[src/rtl/gray_pkg.sv]
// gray_pkg: shared mode encodings and width-generic Gray conversion helpers
package gray_pkg;
  localparam logic MODE_B2G = 1'b0;
  localparam logic MODE_G2B = 1'b1;
  localparam int GRAY_MAXW = 64;
  function automatic logic [GRAY_MAXW-1:0] bin2gray(input logic [GRAY_MAXW-1:0] b);
    return b ^ (b >> 1);
  endfunction
  function automatic logic [GRAY_MAXW-1:0] gray2bin(input logic [GRAY_MAXW-1:0] g);
    logic [GRAY_MAXW-1:0] b;
    b[GRAY_MAXW-1] = g[GRAY_MAXW-1];
    for (int i = GRAY_MAXW - 2; i >= 0; i--) b[i] = b[i+1] ^ g[i];
    return b;
  endfunction
endpackage

[src/rtl/gray_g2b_stage.sv]
// gray_g2b_stage: resolves Gray->binary bits HI..LO of a partially converted word
module gray_g2b_stage #(
  parameter int WIDTH = 4,
  parameter int HI    = WIDTH - 1,
  parameter int LO    = 0
) (
  input  logic [WIDTH-1:0] word_i,
  input  logic             carry_i,
  output logic [WIDTH-1:0] word_o,
  output logic             carry_o
);
  // walk the slice MSB-first, each resolved bit becoming the carry for the next
  always_comb begin
    word_o  = word_i;
    carry_o = carry_i;
    for (int i = WIDTH - 1; i >= 0; i--)
      if (i <= HI && i >= LO) begin
        carry_o   = carry_o ^ word_i[i];
        word_o[i] = carry_o;
      end
  end
endmodule

[src/rtl/gray_codec_pipe.sv]
// gray_codec_pipe: pipelined bidirectional Gray codec with valid/ready on both sides
module gray_codec_pipe
  import gray_pkg::*;
#(
  parameter int WIDTH  = 4,
  parameter int STAGES = 2
) (
  input  logic             clk,
  input  logic             rst_n,
  input  logic             in_valid,
  output logic             in_ready,
  input  logic             in_mode,
  input  logic [WIDTH-1:0] in_data,
  output logic             out_valid,
  input  logic             out_ready,
  output logic             out_mode,
  output logic [WIDTH-1:0] out_data
);
  localparam int CHUNK = (WIDTH + STAGES - 1) / STAGES;
  logic             advance;
  logic [WIDTH-1:0] data_q [STAGES];
  logic [WIDTH-1:0] data_d [STAGES];
  logic [STAGES-1:0] mode_q, mode_d, valid_q, valid_d, carry_q, carry_d;
  logic             unused_carry;
  assign advance      = !valid_q[STAGES-1] || out_ready;
  assign in_ready     = advance;
  assign out_valid    = valid_q[STAGES-1];
  assign out_mode     = mode_q[STAGES-1];
  assign out_data     = data_q[STAGES-1];
  assign unused_carry = carry_q[STAGES-1];
  for (genvar k = 0; k < STAGES; k++) begin : g_stage
    localparam int HI = WIDTH - 1 - k * CHUNK;
    localparam int LO = WIDTH - (k + 1) * CHUNK > 0 ? WIDTH - (k + 1) * CHUNK : 0;
    logic [WIDTH-1:0] w_in, w_res, w_b2g;
    logic             c_in, m_in;
    if (k == 0) begin : g_head
      assign w_in       = in_data;
      assign c_in       = 1'b0;
      assign m_in       = in_mode;
      assign valid_d[k] = in_valid;
      assign w_b2g      = WIDTH'(bin2gray(GRAY_MAXW'(in_data)));
    end else begin : g_tail
      assign w_in       = data_q[k-1];
      assign c_in       = carry_q[k-1];
      assign m_in       = mode_q[k-1];
      assign valid_d[k] = valid_q[k-1];
      assign w_b2g      = w_in;
    end
    gray_g2b_stage #(.WIDTH(WIDTH), .HI(HI), .LO(LO)) u_slice (
      .word_i (w_in),
      .carry_i(c_in),
      .word_o (w_res),
      .carry_o(carry_d[k])
    );
    assign data_d[k] = m_in == MODE_G2B ? w_res : w_b2g;
    assign mode_d[k] = m_in;
  end
  // whole pipeline shifts together whenever the output slot is free or being drained
  always_ff @(posedge clk or negedge rst_n)
    if (!rst_n) begin
      for (int i = 0; i < STAGES; i++) data_q[i] <= '0;
      mode_q  <= '0;
      valid_q <= '0;
      carry_q <= '0;
    end else if (advance) begin
      data_q  <= data_d;
      mode_q  <= mode_d;
      valid_q <= valid_d;
      carry_q <= carry_d;
    end
endmodule

[config.mk]
export PLATFORM = sky130hd
export DESIGN_NAME = gray_codec_pipe
export DESIGN_NICKNAME = d
export VERILOG_FILES = /design/src/rtl/gray_pkg.sv /design/src/rtl/gray_g2b_stage.sv /design/src/rtl/gray_codec_pipe.sv
export SDC_FILE = /design/constraint.sdc
export NUM_CORES = 1
export LEC_CHECK = 0
export CORE_MARGIN = 3
export CORE_UTILIZATION = 35
export DETAILED_ROUTE_END_ITERATION = 8
export GPL_TIMING_DRIVEN = 0
export PLACE_DENSITY = 0.68
export SETUP_SLACK_MARGIN = 0.5
export SYNTH_ARGS = -nofsm -noshare
export SYNTH_HDL_FRONTEND = slang
export SYNTH_HIERARCHICAL = 1
export SYNTH_SLANG_ARGS = --single-unit
export TNS_END_PERCENT = 50
[constraint.sdc]
create_clock -name clk -period 2.72 [get_ports clk]
set_clock_uncertainty 0.05 [all_clocks]
set_input_delay 0.544 -clock clk [delete_from_list [all_inputs] [get_ports clk]]
set_output_delay 0.544 -clock clk [all_outputs]
set_load 0.05 [all_outputs]
-- Word-level counts from Yosys, hierarchy flattened
Cells that the tools add are included.
W data, S select, Z words.
- bits in registers: 13
- bits of input ports: 9
- output and inout bits: 7
- word-level logic and storage cells: 13
- reductions and logical operators: 2
- muxes and demuxes: 2
- bitwise gates (word level): 4
- operators by type and width (operator ; number):
    $mux W4 ; 1
    $xor A4 B3 Y4 ; 1
    $xor A1 B1 Y1 ; 3
    $mux W2 ; 1
    $logic_not A1 Y1 ; 1
    $logic_or A1 B1 Y1 ; 1

-- Depth between registers and ports, before layout
- depth in word-level cells: 3
- depth in mapped cells: 4
- depth with buffers taken out: 3

-- Modules after synthesis
Netlist, hierarchy kept.
- modules (own cells, without submodules) (module ; seq. area each (um^2) ; cells an instance ; area an instance (um^2) ; times used):
    gray_codec_pipe ; 325.3 ; 52 ; 610.6 ; 1
    gray_g2b_stage ; 0.0 ; 5 ; 55.1 ; 2

-- Worst setup path after synthesis
Ideal clock, no wire load.
- kind: register to output
- start: register valid_q[1]
- end: output port in_ready
- setup slack: 887 ps
- required time: 2126 ps
- data arrival time: 1239 ps
- stages on the path, launching flop included: 4
- path buffers: 1
- cell sequence: dfrtp_1 -> nor2b_4 -> buf_4 -> inv_1
- word-level cells in the longest chain between the ends: 2
- RTL lines (item ; line ; RTL):
    start, declared ; gray_codec_pipe.sv:23 ; logic [STAGES-1:0] mode_q, mode_d, valid_q, valid_d, carry_q, carry_d;
    start signal, assigned ; gray_codec_pipe.sv:68 ; valid_q <= valid_d;
    $logic_not A1 Y1 ; gray_codec_pipe.sv:25 ; assign advance = !valid_q[STAGES-1] || out_ready;
    $logic_or A1 B1 Y1 ; gray_codec_pipe.sv:25 ;
    end, declared ; gray_codec_pipe.sv:11 ; output logic in_ready,
No other way between the ends.

-- Worst setup path after layout
- start: input port out_ready
- end: output port in_ready
- word-level cells in the longest chain between the ends: 1
- RTL lines (item ; line ; RTL):
    start, declared ; gray_codec_pipe.sv:15 ; input logic out_ready,
    $logic_or A1 B1 Y1 ; gray_codec_pipe.sv:25 ;
No other way between the ends.

==> results.toml <==
[sta]
finalCritPeriodShare_pct = 80.0
rsz0062_at_grt = "false"
hold_viol = 0
finalWorstSetupSlack_ns = 0.543
worst_pin_slew_ns = 0.565
min_period_ns = 2.18
fmax_mhz = 459
drv_slew = 0
relSlewSlack_pct = 62.2
finalSetupTns_ns = 0
setup_viol = 0

[logic_synthesis]
yosysSeqAreaShare_pct = 45.1
syn_area_per_cell_um2 = 11.6
ys_ff_latch = 13
synth_cell_types = 15
synthArstFlopShare_pct = 100
synth_area_leaders = "dfrtp_1, mux2i_1, buf_4"
synth_commonest_cells = "dfrtp_1, mux2i_1, nand2_1, o21ai_0, buf_4"
synth.largest_area_cell = "dfrtp_1"
yosys_warnings = 6
ys_dominant_reg_cell = "dfrtp_1"
synth_cells = 62
yosysMostFrequentCell = "dfrtp_1"
yosysTopAreaCellShare_pct = 45.1
netlist_area_um2 = 721
synth_edf_count = 0

[global_routing]
grt-ovfl-total = 0
antenna_found_initial = 0
grt_pass1_wl_um = 1860
grt_max_degree = 14
grt_usage_pct = 9.80
grt_pass1_vias = 397

[pwr]
p_sw_share_pct = 36.6
pwr-share-seq_pct = 39.0
comb_power_share_pct = 43.0
p_int_mw = 0.421
power.density_nw_per_um2 = 724
pwr-share-clk_pct = 18.0
netSwitchingPower_mw = 0.243
leakagePower_nw = 0.440
ir_drop_v = 0.000280

[drt]
wl_met2_um = 470
vias = 453
drc_errors = 0
drt_iter0_markers = 0
drt-met1-wl_um = 511
met3WireLength_um = 71
highest_layer = "met4"
wl_per_cell_um = 10.2
drt-vias-per-instance = 4.27
drt-total-wl_um = 1080
ant_nets = 0
firstDrtPassIters = 1

[critical_path]
cp.arrival_ns = 1.58
worst_ep_required_time_ns = 2.13
crit_path_end_kind = "output pin"
startpoint_type = "input pin"
path_class = "in -> out"
worstPathMaxFanout = 10
cp_slowest_cell = "clkdlybuf4s50_1"
max_stage_delay_ns = 0.44
crit_chain = "clkdlybuf4s50_1, nor2b_4, buf_4, inv_1, buf_2"

[clock_tree]
clk_latency_ns = 0.28
cts_tree = "built"
cts.path.max_buffers = 2
cts_htree_levels = 1
cts_buffers = 3
clock-root-buffer = "clkbuf_4"
clk_pin_slew_ns = 0.08
cts_sinks = 13

[die]
start_util_pct = 39.2
rows = 15
fp.dieH_um = 51.4
die_width_um = 51.4
core_um2 = 1840
dieArea_um2 = 2640
ios = 16

[job]
drv_cap = 0

[placed_design]
portBuffers = 14
place_congestion = 0.700
dpl.hpwl_um = 816
pre_cts_ws_ns = 0.00884

[layout]
final_nets = 91
final_util_pct = 49.9
diodes = 0
syn2layout_area_growth_pct = 27.4
fillers = 177
drive_gt1_share_pct = 25.9

[outcome]
status = "completed"

[min_path]
hold_class = "reg -> reg"
## flip-flops by register name, indices dropped and copies added, names as in the netlist
register and flops:
carry_q 1, g_stage.w_b2g 4, mode_q 2, out_data 4
valid_q 2
## critical path, delay by kind of cell
| kind | cells | cell delay, ns |
|---|---|---|
| buf+inv | 4 | 0.87 |
| simple gates | 1 | 0.17 |
## kinds of logic after synthesis
group | Yosys count | synth area share [%]
xor+xnor | 7 | 12.7
other cells | 1 | 0.520
buf+inv | 11 | 10.8
simple gates | 10 | 6.94
flops | 13 | 45.1
mux | 12 | 18.4
compound gates | 8 | 5.56
## placed cells by master (no fill, tap or decap), types with 2 or more instances in the layout
master	Yosys	final
mux2_4	2	2
o21ai_0	8	8
nand2_1	8	8
buf_2	2	3
mux2_2	2	2
xor2_1	5	5
clkbuf_4	0	3
buf_4	7	7
dfrtp_1	13	13
conb_1	1	2
xor3_1	2	2
mux2i_1	8	8
clkdlybuf4s50_1	0	13
## stage by stage
step	hold slack, ns	cells	power (mW)	area [um^2]
after floorplan	0.198	63	0.468	724
after global placement	0.407	102	0.548	896
after detailed placement	0.407	102	0.554	896
after CTS	0.428	106	0.677	918
after global routing	0.449	106	0.711	918
final	0.428	106	0.665	918
## layout make-up
type,count,area [um^2],share of cell area [%]
well taps,25,31.3,3.41
repair buffers,14,135,14.7
flip-flops and latches,13,325,35.4
inverters,1,3.75,0.409
plain buffers,10,73.8,8.04
clock inverters,1,5.00,0.545
multi-input cells,39,322,35.0
clock buffers,3,22.5,2.45
## per-layer routing
layer | GRT usage (%) | up-vias
li1 | - | 233
met3 | 3.79 | 2
met4 | 6.55 | 0
met1 | 12.3 | 203
met2 | 13.8 | 15
met5 | 0 | -
## final timing paths
path,start,to,slack [ns],cells past startpoint
worst max-delay path,out_ready,in_ready,0.54,5
worst min-delay path,valid_q[0]$_DFFE_PN0P_,valid_q[1]$_DFFE_PN0P_,0.43,1
worst max register to register,g_stage[1].w_b2g[1]$_DFFE_PN0P_,out_data[0]$_DFFE_PN0P_,1.36,4
worst min register to register,valid_q[0]$_DFFE_PN0P_,valid_q[1]$_DFFE_PN0P_,0.43,1
max in group asynchronous,rst_n,valid_q[0]$_DFFE_PN0P_,1.67,1
min in group asynchronous,rst_n,out_data[2]$_DFFE_PN0P_,0.57,1
## power groups by stage
stage               registers (mW)  logic [mW]  clock network, mW
global route                 0.266       0.306              0.140
CTS                          0.260       0.289              0.128
global placement             0.261       0.287                  0
finish                       0.259       0.286              0.119
detailed placement           0.264       0.290                  0
floorplan                    0.345       0.122                  0
## repair_timing
action	4_1_cts	5_1_grt
endpoints found under the hold margin	0	0
hold buffers	0	0
gates resized for setup	5	0
setup endpoints to repair	1	0
buffers inserted	0	0
Note: power is estimated with default switching activity, not from simulation.
